### src/rtl/sample_iterator.sv
// Walks every grid-aligned sample position of a triangle's bounding box in raster order.
// Optional per-triangle sample index output enabled by defining SAMPLE_ITER_COUNT_EN.
module sample_iterator #(
    parameter int SIGFIG = 24,
    parameter int RADIX  = 10,
    parameter int VERTS  = 3,
    parameter int AXIS   = 3,
    parameter int COLORS = 3
) (
    input  logic                                         clk,
    input  logic                                         rst,
    input  logic signed [VERTS-1:0][AXIS-1:0][SIGFIG-1:0] tri_R13S,
    input  logic        [COLORS-1:0][SIGFIG-1:0]           color_R13U,
    input  logic signed [1:0][1:0][SIGFIG-1:0]             box_R13S,
    input  logic                                         validTri_R13H,
    input  logic        [3:0]                            subSample_RnnnnU,
    output logic                                         halt_RnnnnL,
    output logic signed [VERTS-1:0][AXIS-1:0][SIGFIG-1:0] tri_R14S,
    output logic        [COLORS-1:0][SIGFIG-1:0]           color_R14U,
    output logic signed [1:0][SIGFIG-1:0]                  sample_R14S,
    output logic                                         validSamp_R14H
`ifdef SAMPLE_ITER_COUNT_EN
    ,
    output logic        [31:0]                           sampCount_R14U
`endif
);

    typedef enum logic {WAIT_STATE, TEST_STATE} state_t;

    state_t                                       r_state;
    logic signed [VERTS-1:0][AXIS-1:0][SIGFIG-1:0] r_tri;
    logic        [COLORS-1:0][SIGFIG-1:0]          r_color;
    logic signed [1:0][1:0][SIGFIG-1:0]            r_box;
    logic signed [1:0][SIGFIG-1:0]                 r_sample;
    logic                                         r_valid;

    logic signed [SIGFIG-1:0] w_x, w_y, w_llx, w_urx, w_ury;
    logic signed [SIGFIG-1:0] w_step;
    logic [1:0]               w_lg2;
    logic                     w_at_last, w_accept, w_nonempty;

    assign w_x   = r_sample[0];
    assign w_y   = r_sample[1];
    assign w_llx = r_box[0][0];
    assign w_urx = r_box[1][0];
    assign w_ury = r_box[1][1];

    always_comb begin
        w_lg2 = 2'd3;
        if (subSample_RnnnnU[3])      w_lg2 = 2'd0;
        else if (subSample_RnnnnU[2]) w_lg2 = 2'd1;
        else if (subSample_RnnnnU[1]) w_lg2 = 2'd2;
        w_step = {{(SIGFIG-1){1'b0}}, 1'b1} << (RADIX - int'(w_lg2));
    end

    assign w_at_last  = (w_x == w_urx) && (w_y == w_ury);
    assign halt_RnnnnL = (r_state == WAIT_STATE) || w_at_last;
    assign w_accept   = validTri_R13H && halt_RnnnnL;
    assign w_nonempty = ($signed(box_R13S[1][0]) >= $signed(box_R13S[0][0])) &&
                        ($signed(box_R13S[1][1]) >= $signed(box_R13S[0][1]));

`ifdef SAMPLE_ITER_COUNT_EN
    logic [31:0] r_count;
    assign sampCount_R14U = r_count;
`endif

    always_ff @(posedge clk or posedge rst) begin
        if (rst) begin
            r_state  <= WAIT_STATE;
            r_tri    <= '0;
            r_color  <= '0;
            r_box    <= '0;
            r_sample <= '0;
            r_valid  <= 1'b0;
`ifdef SAMPLE_ITER_COUNT_EN
            r_count  <= '0;
`endif
        end else if (w_accept && w_nonempty) begin
            r_tri      <= tri_R13S;
            r_color    <= color_R13U;
            r_box      <= box_R13S;
            r_sample   <= box_R13S[0];
            r_valid    <= 1'b1;
            r_state    <= TEST_STATE;
`ifdef SAMPLE_ITER_COUNT_EN
            r_count    <= 32'd1;
`endif
        end else if (!w_accept && r_state == TEST_STATE && !w_at_last) begin
            // Box corners are grid-aligned upstream, so x lands exactly on ur.x.
            if (w_x < w_urx) begin
                r_sample[0] <= w_x + w_step;
            end else begin
                r_sample[0] <= w_llx;
                r_sample[1] <= w_y + w_step;
            end
`ifdef SAMPLE_ITER_COUNT_EN
            r_count <= r_count + 32'd1;
`endif
        end else begin
            // Idle, end of walk, or an empty box consumed and dropped.
            r_state <= WAIT_STATE;
            r_valid <= 1'b0;
`ifdef SAMPLE_ITER_COUNT_EN
            r_count <= '0;
`endif
        end
    end

    assign tri_R14S       = r_tri;
    assign color_R14U     = r_color;
    assign sample_R14S    = r_sample;
    assign validSamp_R14H = r_valid;

endmodule

### config.mk
export PLATFORM = sky130hd
export DESIGN_NAME = sample_iterator
export DESIGN_NICKNAME = d
export VERILOG_FILES = /design/src/rtl/sample_iterator.sv
export SDC_FILE = /design/constraint.sdc
export NUM_CORES = 1
export LEC_CHECK = 0
export ABC_AREA = 1
export CORE_MARGIN = 3
export CORE_UTILIZATION = 25
export CTS_CLUSTER_DIAMETER = 40
export CTS_CLUSTER_SIZE = 25
export DETAILED_ROUTE_END_ITERATION = 10
export HOLD_SLACK_MARGIN = 0.15
export PLACE_DENSITY = 0.61
export SLEW_MARGIN = 15
export SYNTH_ARGS = -nofsm -noshare
export SYNTH_HDL_FRONTEND = slang
export SYNTH_SLANG_ARGS = --single-unit
### constraint.sdc
create_clock -name clk -period 17.8 [get_ports clk]
set_input_delay 4.45 -clock clk [delete_from_list [all_inputs] [get_ports clk]]
set_output_delay 4.45 -clock clk [all_outputs]
set_load 0.005 [all_outputs]
==> impl_results.md, run 1 <==
- CP startpoint: box_R13S[47]
- Cell Rows: 104
- First-pass GRT wire length: 121 mm
- Leak pwr: 0.0165 uW
- Sequential area share after synthesis: 49.7%
- Max Buffers Root-to-Sink: 3
- PortBufs: 727
- Pint: 2520 uW
- Setup crit start kind: input pin
- Switching Power: 981 uW
- Critical path type: in -> reg
- GPL Wtd Cong: 0.898
- Setup slack, reg-to-reg: 11.90 ns
- Ys async rst share: 100%
- Placed Instance Area: 28800 um^2
- Final core utilization: 39.6%
- Mapped cell area: 20600 um^2
- Largest family of logic cells by synthesized area: simple AND/OR/NAND/NOR gates
- Reg-to-reg critical path endpoint: tri_R14S[191]
- TNS Setup: 0 ns
- RSZ-0062 raised after global routing: false
- # DRC: 0
- Num CTS Buffers: 86
- Crit path max fanout: 142
- Max Cap Viol: 0
- Antenna Nets Post-Route: 0
- Clock share of power: 50.5%
- Gate Count Post-Synth: 2680
- Top-count cell post-synth: nand2_1
- Arrival time of the worst setup path: 10.24 ns
- Min Tclk post-route: 9.70 ns
- Final Instance Area: 32100 um^2
- Reg2Reg Depth: 12
- Post-synthesis compound-gate area fraction: 3.57%
- Post-synthesis mux area share: 0%
- Ys flop type: dfrtp_1
- Io pins: 729
- Top post-synthesis cells by area: dfrtp_1, nand2_1, ha_1, inv_1, nand3_1
- WHS Path Cells: 2
- Full die area: 85800 um^2
- Total wire length: 81.2 mm
- Initial antenna violation count: 20
- Hold Fails Final Rpt: 0
- Final Net Count: 3919
- CTS tree: done
- Area grow syn2layout: 55.8%
- Final hold slack: 0.470 ns
- Tot GR Track Use: 18.4%
- Final Setup Violations: 0
- Crit end category: flip-flop
- Slew @ Worst Pin: 1.06 ns
- Worst-path clk slew: 0.05 ns
- Max transition margin: 29.5%
- Pin count of the biggest net entering global routing: 177
- XOR/XNOR Fraction of Synth Area: 1.70%
- Synth Warn #: 0
- Simple-gate share of the synthesized area: 32.1%
- Setup Skew: 0.0343 ns
- Drt via density: 4.33
- HPWL after DPL: 60.5 mm
- Post_cts resized: 0
- Overflow after GRT: 0
- Fin. max-slew vios: 0
- DR WL/cell: 17.8 um
- Yosys reg bits: 409
- DR iter-0 viols: 1160
- Via count: 19800
- Worst VDD drop: 0.0793 mV
- H-tree levels: 3
- Synth top area share: 49.7%
- CORE AREA: 81100 um^2
- Synth Area in Adders: 6.33%
- Power Density: 109 nW/um^2
- Post CTS Setup Buffer Count: 0
- Clock root cell: clkbuf_16
- WP data required: 18.34 ns
- Status: finished clean
- HP Start: tri_R14S[161]
- Hold endpoint: tri_R14S[161]
- Vias in the first global route: 19600
- Period utilization: 54.5%
- Die width: 293 um
- Die Ht: 293 um
- Commonest cells post-synth: nand2_1, dfrtp_1, inv_1, nand3_1, ha_1
- Clk_lat worst skew: 0.63 ns
- Clock sinks: 409
- # hold bufs at CTS: 0
- Cell variety after synth: 36
- Post-synth top area cell: dfrtp_1
- Fmax: 103 MHz
- Power, Total: 3500 uW
- DR pass1 iterations: 5
- Post-synth EDFFs: 0
- Logic pwr share: 18.1%
- Avg Synthesized Cell Area: 7.68 um^2
- Initial Utilization: 25.4%
- RR Startpoint: w_x[17]
- Seq pwr share: 31.4%
- Switching Share: 28.0%
- Share of layout cells above drive strength 1: 5.12%
- Worst Hold Class: reg -> reg
[critical path, stage by stage]
cell and delay, ns:
clkdlybuf4s50_1 0.57, inv_1 0.07, ha_1 0.36, nand2_1 0.09, nor2_1 0.24, nand2_1 0.17, nor3_2 0.25, nand4_1 0.26
nand3_1 0.65, nand3_4 0.88, inv_8 1.01, buf_4 0.83, nand2_1 0.14, nand2_1 0.09
[power by group through the flow]
stage          clock, uW  sequential [uW]  combinational (uW)
2_1_floorplan          0             1090                 318
4_1_cts             1810             1100                 632
6_report            1770             1100                 636
5_1_grt             1850             1110                 715
3_3_place_gp           0             1110                 622
3_5_place_dp           0             1110                 627
[how the worst max path moves through the flow]
stage / endpoint / slack (ns)
2_1_floorplan: asynchronous set/reset pin / 1.97
5_1_grt: tri_R14S[170] / 7.65
3_3_place_gp: color_R14U[63] / 7.38
3_5_place_dp: color_R14U[63] / 7.39
6_report: tri_R14S[191] / 8.10
4_1_cts: color_R14U[63] / 8.08
[layer usage]
layer / vias up / GRT usage, % / wire [um]
met1: 9133 / 21.4 / 31200
met4: 12 / 8.84 / 3790
met2: 646 / 30.9 / 39700
met3: 176 / 5.63 / 6360
li1: 9819 / - / -
met5: - / 0 / 75
[layout by cell type (no fill, tap or decap), types with 3 or more instances in the layout]
master / count
bufinv_16: 16
nand4_1: 29
clkinv_16: 4
clkbuf_1: 7
a21oi_1: 54
a21o_1: 5
nor2_1: 82
diode_2: 9
ha_1: 101
dfrtp_1: 409
clkbuf_8: 12
o21a_1: 4
nand2_1: 1405
buf_4: 12
clkbuf_16: 87
o21ai_0: 55
clkinv_4: 3
o21bai_1: 4
clkinv_2: 15
clkdlybuf4s50_1: 727
xor2_1: 24
nor3_1: 8
xnor2_1: 16
clkinvlp_4: 13
nand3_1: 147
o21ai_1: 11
inv_6: 4
inv_1: 199
conb_1: 24
[state kept, by name, indices dropped and copies added, names as in the netlist, named ones only]
| register | flops |
|---|---|
| tri_R14S | 216 |
| color_R14U | 72 |
| w_llx | 24 |
| w_urx | 24 |
| w_ury | 24 |
| w_x | 24 |
| w_y | 23 |
| validSamp_R14H | 1 |
[cells by family after synthesis]
logic type,count (synthesis)
compound gates,138
xor+xnor,40
fa+ha+maj,103
buf+inv,308
flops,409
other cells,1
simple gates,1681
[area by class of cell]
type,count,area (um^2)
well taps,1060,1330
fillers,8185,49000
clock buffers,106,2370
diodes,9,22.5
inverters,202,773
multi-input cells,1986,9100
clock inverters,56,855
repair buffers,740,7390
flip-flops and latches,409,10200
[stage by stage]
stage	setup slack, ns	instances
floorplan	1.97	2703
global placement	7.38	4397
detailed placement	7.39	4397
CTS	8.08	4559
global route	7.65	4564
finish	8.10	4568
Note: power is estimated with default switching activity, not from simulation.
==> run 2, diff against run 1 <==
--- a/config.mk
+++ b/config.mk
@@ -12,7 +12,7 @@
 export CTS_CLUSTER_SIZE = 25
 export DETAILED_ROUTE_END_ITERATION = 10
 export HOLD_SLACK_MARGIN = 0.15
-export PLACE_DENSITY = 0.61
+export PLACE_DENSITY = 0.62
 export SLEW_MARGIN = 15
 export SYNTH_ARGS = -nofsm -noshare
 export SYNTH_HDL_FRONTEND = slang
==> constraint.sdc (replaced) <==
create_clock -name clk -period 8.05 [get_ports clk]
set_input_delay 2.0125 -clock clk [delete_from_list [all_inputs] [get_ports clk]]
set_output_delay 2.0125 -clock clk [all_outputs]
set_load 0.005 [all_outputs]
==> run 2 against run 1 <==
Against the previous run: core utilization rose by 0.063 points; count of clock-buffer cells in the layout is 3 lower; via count grew 0.41%; global-route usage grew 0.25 points; cell count barely moved; largest cell class unchanged; largest power group unchanged.
==> impl_results.md, run 2 (synthesis gave the netlist of run 1 again) <==
- RSZ-0062 raised after global routing: false (unchanged)
- Post_cts resized: 0 (unchanged)
- Antenna Nets Post-Route: 0 (unchanged)
- Arrival time of the worst setup path: 3.53 ns (was 10.24 ns)
- Io pins: 729 (unchanged)
- HPWL after DPL: 61.6 mm (was 60.5 mm)
- H-tree levels: 3 (unchanged)
- Clk_lat worst skew: 0.62 ns (was 0.63 ns)
- DR WL/cell: 18.0 um (was 17.8 um)
- Clock root cell: clkbuf_16 (unchanged)
- Setup crit start kind: flip-flop (was input pin)
- Vias in the first global route: 19900 (was 19600)
- Period utilization: 68.9%
- Max Cap Viol: 0 (unchanged)
- Setup Skew: 0.0275 ns (was 0.0343 ns)
- # hold bufs at CTS: 0 (unchanged)
- CTS tree: done (unchanged)
- Crit path max fanout: 28 (was 142)
- Slew @ Worst Pin: 1.18 ns (was 1.06 ns)
- Via count: 19900 (was 19800)
- Num CTS Buffers: 85 (was 86)
- GPL Wtd Cong: 0.886 (was 0.898)
- Final Instance Area: 32100 um^2 (about the same)
- # DRC: 0 (unchanged)
- Power Density: 241 nW/um^2 (was 109 nW/um^2)
- Fin worst setup slack: 2.50 ns (was 8.10 ns)
- DR pass1 iterations: 8 (was 5)
- Initial Utilization: 25.4% (unchanged)
- WP data required: 6.04 ns (was 18.34 ns)
- Drt via density: 4.35 (was 4.33)
- Total wire length: 82.0 mm (was 81.2 mm)
- PortBufs: 727 (unchanged)
- Max Buffers Root-to-Sink: 3 (unchanged)
- Leak pwr: 0.0165 uW (about the same)
- Worst VDD drop: 0.140 mV (was 0.0793 mV)
- Critical path type: reg -> out (was in -> reg)
- Fmax: 180 MHz
- Worst Hold Class: reg -> reg (unchanged)
- Min Tclk post-route: 5.55 ns
- Clock sinks: 409 (unchanged)
- Status: finished clean (unchanged)
- Post CTS Setup Buffer Count: 0 (unchanged)
- Post-place setup slack: 1.96 ns (was 7.39 ns)
- TNS Setup: 0 ns (unchanged)
- First-pass GRT wire length: 123 mm (was 121 mm)
- Crit end category: output port (was flip-flop)
- CORE AREA: 81100 um^2 (unchanged)
- Area grow syn2layout: 56.0% (was 55.8%)
- Share of layout cells above drive strength 1: 5.03% (was 5.12%)
- Pin count of the biggest net entering global routing: 202 (was 177)
- Hold Fails Final Rpt: 0 (unchanged)
- Fillers: 8172 (was 8185)
- Die width: 293 um (unchanged)
- Initial antenna violation count: 18 (was 20)
- Max transition margin: 21.6% (was 29.5%)
- Cell Rows: 104 (unchanged)
- Most frequent cells in the layout: nand2_1, clkdlybuf4s50_1, dfrtp_1 (unchanged)
- Final Setup Violations: 0 (unchanged)
- Full die area: 85800 um^2 (unchanged)
- DR iter-0 viols: 1201 (was 1160)
- Overflow after GRT: 0 (unchanged)
- Most common cell after layout, fill and taps aside: nand2_1 (unchanged)
- Final Net Count: 3921 (was 3919)
- Tot GR Track Use: 18.6% (was 18.4%)
- Die Ht: 293 um (unchanged)
- Final core utilization: 39.6% (about the same)
- Placed Instance Area: 28900 um^2 (was 28800 um^2)
- Fin. max-slew vios: 0 (unchanged)
- Number of flip-flops in the largest register: 216 (unchanged)
- Worst-path clk slew: 0.05 ns (about the same)
-- run 2: layer usage --
metal | share of wire [%] | global-route usage, % | vias up
li1 | - | - | 9822
met1 | 40 | 22.1 | 9219
met2 | 48 | 31.4 | 633
met3 | 7.6 | 5.65 | 173
met4 | 4.1 | 7.79 | 20
met5 | 0.13 | 0 | -
-- run 2: layout make-up --
cell class | instances | area [um^2] | area share (%)
Tap cell | 1060 | 1330 | 4.13
Timing Repair Buffer | 743 | 7500 | 23.3
Antenna cell | 8 | 20.0 | 0.0623
Inverter | 202 | 769 | 2.40
Clock inverter | 54 | 876 | 2.73
Clock buffer | 103 | 2290 | 7.15
Multi-Input combinational cell | 1986 | 9100 | 28.3
Sequential cell | 409 | 10200 | 31.9
-- run 2: per-stage QoR --
step                hold slack, ns  power, uW  std cells
finish                       0.473       7730       4565
global route                 0.491       8120       4561
CTS                          0.477       7810       4557
detailed placement           0.464       3860       4400
global placement             0.461       3840       4400
floorplan                    0.449       3110       2703
-- run 2: worst paths after layout --
| check | start | endpoint | slack (ns) | cells past startpoint |
|---|---|---|---|---|
| worst max-delay path | w_x[13] | halt_RnnnnL | 2.50 | 11 |
| worst min-delay path | tri_R14S[175] | tri_R14S[175] | 0.47 | 2 |
| worst max register to register | w_x[13] | tri_R14S[140] | 3.73 | 14 |
| worst min register to register | tri_R14S[175] | tri_R14S[175] | 0.47 | 2 |
| max in group asynchronous | rst | tri_R14S[55] | 4.83 | 3 |
| min in group asynchronous | rst | tri_R14S[143] | 1.93 | 2 |
-- run 2: power breakdown --
group	total (uW)	switching, uW	internal, uW
registers	2440	210	2230
clock network	3890	1240	2650
logic	1410	682	726
total	7730	2130	5600
-- run 2: worst max-delay path, cell delays in order (launching register included) --
cell,delay (ns)
dfrtp_1,0.50
ha_1,0.37
nand2_1,0.06
inv_1,0.05
nand2_1,0.16
nor2_1,0.14
nand2_1,0.06
nor2_1,0.20
nand4_1,0.31
nand2_2,0.13
buf_4,0.36
clkdlybuf4s50_1,0.58
